===== src/rtl/max_reduce_uint64_stream_pkg.sv =====
// ---------------------------------------------------------------------------
// max_reduce_uint64_stream_pkg
// Shared definitions for the streaming max-reduction stage:
//   - DATA_W / CNT_W : default data width and element-counter width
//   - state_e        : frame FSM encoding (IDLE, ACCUM, DONE)
// Optional feature macro used by the top: MAX_REDUCE_ARGMAX_EN.
// ---------------------------------------------------------------------------
package max_reduce_uint64_stream_pkg;

   localparam int DATA_W = 64;
   localparam int CNT_W  = 16;

   typedef enum logic [1:0] {
      IDLE  = 2'd0,
      ACCUM = 2'd1,
      DONE  = 2'd2
   } state_e;

endpackage


===== src/rtl/gt_uint_nbit.sv =====
// ---------------------------------------------------------------------------
// gt_uint_nbit
// Unsigned strict greater-than comparator: gt = (a > b).
// Parameters:
//   WIDTH     : operand width
//   IMPL_TYPE : 0 = behavioural '>' operator,
//               other = explicit MSB-first priority compare
// Ports:
//   a, b : input  [WIDTH-1:0] unsigned operands
//   gt   : output             1 when a > b
// ---------------------------------------------------------------------------
module gt_uint_nbit #(
   parameter int WIDTH     = 64,
   parameter int IMPL_TYPE = 0
) (
   input  logic [WIDTH-1:0] a,
   input  logic [WIDTH-1:0] b,
   output logic             gt
);

   generate
      if (IMPL_TYPE == 0) begin : g_behav
         assign gt = (a > b);
      end else begin : g_msb_first
         // The first differing bit from the MSB down decides the result.
         always_comb begin
            logic decided;
            gt      = 1'b0;
            decided = 1'b0;
            for (int i = WIDTH - 1; i >= 0; i--) begin
               if (!decided && (a[i] != b[i])) begin
                  gt      = a[i];
                  decided = 1'b1;
               end
            end
         end
      end
   endgenerate

endmodule


===== src/rtl/max_reduce_uint64_stream.sv =====
// ---------------------------------------------------------------------------
// max_reduce_uint64_stream
// Framed streaming max reduction. Accepts one unsigned word per in_valid &
// in_ready beat, keeps a running maximum (strict greater-than, so ties keep
// the earliest occurrence) and a saturating element count, and presents one
// result per frame on a valid/ready output.
//
// Ports:
//   clk, rst   : clock, synchronous active-high reset
//   in_valid   : input word valid
//   in_ready   : block can accept a word (low in DONE and during rst)
//   in_data    : unsigned element
//   in_last    : final element of the frame
//   out_valid  : frame result available (held until out_ready)
//   out_ready  : downstream accepts the result
//   out_max    : frame maximum
//   out_count  : frame element count, saturating at 2^CNT_W-1
//   out_idx    : (MAX_REDUCE_ARGMAX_EN only) zero-based position of the
//                first occurrence of the maximum, saturating like out_count
//
// Optional feature macro: MAX_REDUCE_ARGMAX_EN
// ---------------------------------------------------------------------------
module max_reduce_uint64_stream #(
   parameter int WIDTH     = max_reduce_uint64_stream_pkg::DATA_W,
   parameter int IMPL_TYPE = 0,
   parameter int CNT_W     = max_reduce_uint64_stream_pkg::CNT_W
) (
   input  logic             clk,
   input  logic             rst,
   input  logic             in_valid,
   output logic             in_ready,
   input  logic [WIDTH-1:0] in_data,
   input  logic             in_last,
   output logic             out_valid,
   input  logic             out_ready,
   output logic [WIDTH-1:0] out_max,
   output logic [CNT_W-1:0] out_count
`ifdef MAX_REDUCE_ARGMAX_EN
   ,
   output logic [CNT_W-1:0] out_idx
`endif
);

   import max_reduce_uint64_stream_pkg::*;

   state_e             state_q, state_d;
   logic [WIDTH-1:0]   acc_q,   acc_d;
   logic [CNT_W-1:0]   cnt_q,   cnt_d;
`ifdef MAX_REDUCE_ARGMAX_EN
   logic [CNT_W-1:0]   idx_q,   idx_d;
`endif

   logic acc_fire;
   logic out_fire;
   logic in_gt;
   logic cnt_sat;

   gt_uint_nbit #(
      .WIDTH     (WIDTH),
      .IMPL_TYPE (IMPL_TYPE)
   ) u_gt (
      .a  (in_data),
      .b  (acc_q),
      .gt (in_gt)
   );

   // Ready comes from registered state only, so it never combinationally
   // depends on in_valid.
   assign in_ready  = (state_q != DONE) & ~rst;
   assign out_valid = (state_q == DONE);
   assign out_max   = acc_q;
   assign out_count = cnt_q;
`ifdef MAX_REDUCE_ARGMAX_EN
   assign out_idx   = idx_q;
`endif

   assign acc_fire = in_valid & in_ready;
   assign out_fire = out_valid & out_ready;
   assign cnt_sat  = &cnt_q;

   always_comb begin
      state_d = state_q;
      acc_d   = acc_q;
      cnt_d   = cnt_q;
`ifdef MAX_REDUCE_ARGMAX_EN
      idx_d   = idx_q;
`endif
      case (state_q)
         IDLE: begin
            if (acc_fire) begin
               acc_d   = in_data;
               cnt_d   = CNT_W'(1);
`ifdef MAX_REDUCE_ARGMAX_EN
               idx_d   = '0;
`endif
               state_d = in_last ? DONE : ACCUM;
            end
         end
         ACCUM: begin
            if (acc_fire) begin
               if (in_gt) begin
                  acc_d = in_data;
`ifdef MAX_REDUCE_ARGMAX_EN
                  // cnt_q is the zero-based position of this beat; once the
                  // counter saturates the recorded index saturates with it.
                  idx_d = cnt_q;
`endif
               end
               cnt_d   = cnt_sat ? cnt_q : cnt_q + CNT_W'(1);
               state_d = in_last ? DONE : ACCUM;
            end
         end
         DONE: begin
            if (out_fire) state_d = IDLE;
         end
         default: state_d = IDLE;
      endcase
   end

   always_ff @(posedge clk) begin
      if (rst) begin
         state_q <= IDLE;
         acc_q   <= '0;
         cnt_q   <= '0;
`ifdef MAX_REDUCE_ARGMAX_EN
         idx_q   <= '0;
`endif
      end else begin
         state_q <= state_d;
         acc_q   <= acc_d;
         cnt_q   <= cnt_d;
`ifdef MAX_REDUCE_ARGMAX_EN
         idx_q   <= idx_d;
`endif
      end
   end

endmodule


===== config.mk =====
export PLATFORM = sky130hd
export DESIGN_NAME = max_reduce_uint64_stream
export DESIGN_NICKNAME = d
export VERILOG_FILES = /design/src/rtl/max_reduce_uint64_stream_pkg.sv /design/src/rtl/gt_uint_nbit.sv /design/src/rtl/max_reduce_uint64_stream.sv
export SDC_FILE = /design/constraint.sdc
export NUM_CORES = 1
export LEC_CHECK = 0
export BUFFER_PORTS_ARGS = -buffer_cell sky130_fd_sc_hd__buf_4
export CORE_MARGIN = 2
export CORE_UTILIZATION = 58
export CTS_BUF_LIST = sky130_fd_sc_hd__clkbuf_4 sky130_fd_sc_hd__clkbuf_8
export DETAILED_ROUTE_END_ITERATION = 12
export PLACE_DENSITY = 0.88
export SYNTH_ARGS = -nofsm -noshare
export SYNTH_HDL_FRONTEND = slang
export SYNTH_SLANG_ARGS = --single-unit

===== constraint.sdc =====
create_clock -name clk -period 4.7 [get_ports clk]
set_input_delay 0.235 -clock clk [delete_from_list [all_inputs] [get_ports clk]]
set_output_delay 0.235 -clock clk [all_outputs]
set_load 0.02 [all_outputs]

# Word-level counts from Yosys, hierarchy flattened
# Index checks and enable logic that the tools add are counted.
totals:
  wordCells: 37
  input_bits: 69
  register_bits: 82
  output_inout_bits: 82
op_classes:
  n_addsub: 1
  magnitude_cmp: 1
  mux: 12
  n_eq_ne: 9
  reduce_logical: 7
  bitwise_logic: 4
op_table:
  columns: ["op", "count"]
  rows:
  - ["$mux 64", 3]
  - ["$pmux 64 s2", 1]
  - ["$gt 64x64->1", 1]
  - ["$mux 16", 3]
  - ["$pmux 16 s2", 1]
  - ["$add 16x1->16 const B", 1]
  - ["$reduce_and 16->1", 1]
  - ["$ne 2x2->1 const B", 5]
  - ["$reduce_and 4->1", 2]
  - ["$mux 2", 3]
  - ["$ne 2x1->1 const B", 2]
  - ["$pmux 2 s2", 1]
  - ["$and 1x1->1", 3]
  - ["$eq 2x1->1 const B", 1]
  - ["$eq 2x2->1 const B", 1]
  - ["$logic_not 2->1", 1]
  - ["$reduce_and 2->1", 1]
  - ["$reduce_bool 2->1", 1]
  - ["$reduce_or 2->1", 1]
  - ["$not 1->1", 1]

# Longest topological paths before layout
logic_depth:
  ltp_word: 5
  depth_mapped: 10
  depth_no_buf: 9

# By module
# A second synthesis with hierarchy kept.
unflattened:
  hier_cells: 633
  area_unflattened_um2: 4830.9
by_module_without_submodules:
  columns: ["mod", "seq_area_each_um2", "area_per_inst_um2", "instances", "cells_each"]
  rows:
  - ["max_reduce_uint64_stream", 1641.6, 3200.6, 1, 402]
  - ["gt_uint_nbit", 0.0, 1630.3, 1, 231]

# Worst setup path before layout
# Ideal clock, no wire load.
synth_timing:
  kind: "flip-flop to flip-flop"
  start: "register acc_q[61] (netlist: out_max[61])"
  end: "register acc_q[10] (netlist: out_max[10])"
  setup_time_ns: 0.121
  setup_slack_ns: 1.796
  arrival_time_ns: 2.782
  stages_incl_launch_ff: 11
  required_ns: 4.579
  synth_period_minus_slack_ns: 2.904
  n_path_buf: 1
  cell_sequence: "dfxtp_1 inv_1 ha_1 nand4_2 nor4_2 nor3b_2 nand4_1 or4_4 o211ai_4 buf_12 mux2_4"
synth_between:
  elab_chain_cells: 3
synth_rtl:
  columns: ["element", "line_no", "source"]
  rows:
  - ["from (decl)", "max_reduce_uint64_stream.sv:47", "logic [WIDTH-1:0] acc_q, acc_d;"]
  - ["from (signal assigned)", "max_reduce_uint64_stream.sv:123", "acc_q <= '0;"]
  - ["from (signal assigned)", "max_reduce_uint64_stream.sv:130", "acc_q <= acc_d;"]
  - ["$gt 64x64->1", "gt_uint_nbit.sv:23", "assign gt = (a > b);"]
  - ["$ne 2x2->1 (no line)", null, null]
  - ["$reduce_and 4->1 (no line)", null, null]
# No other way between the ends.
# A chain may end at the register's enable or synchronous reset.

# Worst setup path in the final report
layout_timing:
  start: "register acc_q[62] (netlist: out_max[62])"
  end: "register acc_q[30] (netlist: out_max[30])"
# The elaborated chain is that of the path after synthesis.

==> impl_results.md <==
* Slew HR at 20.6%
* Die area at 9590 µm²
* Clock transition at the registers of the reported paths at 80 ps
* Post-synth ARST share at 0%
* Clock Latency Late Sink at 340 ps
* Clock Skews at 9.78 ps
* Hold buffer count at cts at 0
* DIE HEIGHT at 97.9 µm
* Warnings from Yosys at 0
* Met3 usage at 5.44%
* Crit. End Element: register
* Core area at 8640 µm²
* Synth-to-layout area growth at 25.7%
* Routability cong. at 0.818
* # nets final at 801
* Initial antenna violation count at 0
* Ys flop type: dfxtp_1
* Final Hold Fails at 0
* DRT antenna net count at 0
* WS Path Type: reg -> reg
* Share of cells above drive strength 1 at 35.3%
* GRT Total Usage at 24.7%
* PostCTS Resize Cnt at 0
* LEAKAGE at 3.15 nW
* Num ports at 151
* Max Buffers Root-to-Sink at 2
* 1st-iter DRT viols at 109
* Critical path launch point type: register
* Post-synthesis cell type count at 45
* Measured slew at the worst slew-check pin at 1180 ps
* Worst endpoint required time at 4930 ps
* Final Cycle Share at 78.4%
* Final instance area at 6430 µm²
* Setup-failing EPs final at 0
* Hold WC Path Type: in -> reg
* Port Buffers at 150
* CTS root buf: clkbuf_8
* Power density cells at 303 nW/µm²
* Avg Inst Size Synth at 9.84 µm²
* Max-cap check violation count at 0
* Commonest cells after routing, fill and taps aside: buf_4, nor2_1, dfxtp_1, inv_1, ha_1
* Die W at 97.9 µm
* #FFs+latches synth at 82
* Drc violations at 0
* Sequence of cells on the critical path: inv_1 -> ha_1 -> nand4_2 -> nor4_2 -> nor3b_2 -> nand4_1 -> or4_4 -> o211ai_4 -> buf_12 -> mux2_2
* Final std cells w/o fill at 779
* Dpl hpwl at 9070 µm
* Vias after detailed routing at 4203
* Avg WL per Cell at 15.0 µm
* Post-Syn Instances at 520
* CP delay by family, top: simple AND/OR/NAND/NOR gates
* Grt met2 use at 44.7%
* Pin count of the biggest net entering global routing at 72
* Antenna diodes at 0
* TritonCTS clock tree: yes
* Bufs and invs on worst path at 2
* Placed cell areas at 6180 µm²
* Number of clock sinks at 82
* GRT busiest layer: met2
* Min Tclk post-route at 3680 ps
* RSZ-0062 raised after global routing: no
* GR Layer Usage met1 at 28.6%
* First-pass DRT Iterations at 4
* Post-synthesis cell area at 5120 µm²
* Seq/Total Area, Yosys at 32.1%
* DRT Wirelength at 11700 µm
* Peak Freq at 0.272 GHz
* Crit path largest cell delay at 500 ps
* Syn Nets at 654
* Routed vias/inst at 5.40
* TritonCTS Buffers at 9
* Grt total ovfl at 0
* Pre-CTS setup slack at 1020 ps
* Placed cells at 764
* Slew Limit Fails at 0
* Number of global-route vias before repair at 4419
* Crit-path slowest cell: o211ai_4
* Critical Path AT at 3920 ps
* First-pass GRT wire length at 19800 µm
* Row Count at 34
* Most common cell after layout, fill and taps aside: buf_4
* Setup WS post-layout at 1020 ps
* Status: complete, no violations
* Starting density of the core at 59.2%
* Setup TNS at 0 ps
* EDFF count, synth at 0
* Worst-path maximum fanout at 41
* Setup Buffers After CTS at 0
* H-tree depth at 3
* Maximum vdd ir drop at 0.194 mV
## metrics by stage
step,utilization (%),hold WS [ps],power [W]
after floorplan,-,347,0.00113
after global placement,71.5,423,0.00128
after detailed placement,71.5,443,0.00131
after CTS,74.5,92.9,0.00196
after global routing,74.5,89.4,0.00204
final,74.5,104,0.00195
## cells by family after synthesis
group | Yosys count | share of synthesized area [%]
multiplexers | 64 | 18.4
buffers and inverters | 83 | 9.29
adder cells (fa/ha/maj) | 65 | 15.9
flip-flops | 82 | 32.1
XOR/XNOR | 12 | 2.05
AND/OR/NAND/NOR | 156 | 14.9
AO/OA/AOI/OAI | 58 | 7.39
## sequential cells by signal, summed over array words and instances, names as in the netlist
name       cells
out_max       64
out_count     16
state_q        2
## power breakdown
part | switching (W) | total (W) | internal [W]
registers | 0.0000296 | 0.000774 | 0.000745
logic | 0.000261 | 0.000518 | 0.000257
clock network | 0.000253 | 0.000656 | 0.000402
total | 0.000544 | 0.00195 | 0.00140
## area by class of cell
class                   instances  area [µm²]
repair buffers                151        1150
clock inverters                 6         130
fillers                       599        2200
flip-flops and latches         82        1640
clock buffers                   9         124
well taps                     108         135
inverters                      68         255
multi-input cells             355        3000
## synthesized netlist by cell type, types with 3 or more instances
cell | count | area, µm²
and4_1 | 3 | 26.3
nand4_1 | 17 | 106
a211oi_1 | 4 | 30.0
a21oi_1 | 27 | 135
dfxtp_1 | 82 | 1640
mux2_4 | 59 | 886
clkbuf_8 | 6 | 82.6
mux2_2 | 4 | 45.0
nor3_1 | 4 | 20.0
nor2_1 | 82 | 308
xor2_1 | 6 | 52.6
buf_12 | 6 | 120
inv_1 | 68 | 255
o21ai_0 | 5 | 25.0
a21o_1 | 10 | 75.1
nand2_1 | 12 | 45.0
and3_1 | 4 | 25.0
xnor2_1 | 6 | 52.6
nor3b_1 | 3 | 22.5
ha_1 | 65 | 813
nand3_1 | 15 | 75.1
## worst reg2reg max path: cells and delay by family, from the launching register on
kind,cells,cell delay (ps)
buffers and inverters,2,470
AOI/OAI and AO/OA,1,500
and+or+nand+nor,5,1540
adders and majority gates,1,330
DFF,1,350
muxes,1,420
## final timing paths
path | from | to | slack [ps] | cells past startpoint
worst max-delay path | out_max[62] | out_max[30] | 1020 | 10
worst min-delay path | in_last | state_q[0] | 100 | 2
worst max register to register | out_max[62] | out_max[30] | 1020 | 10
worst min register to register | state_q[1] | state_q[0] | 480 | 1
## routing by layer
layer,vias up,part of all wire [%]
met1,1994,41
met5,-,0
met4,0,1.5
met3,16,6.4
met2,120,51
li1,2073,-
Power figures use the tool's default switching activity.
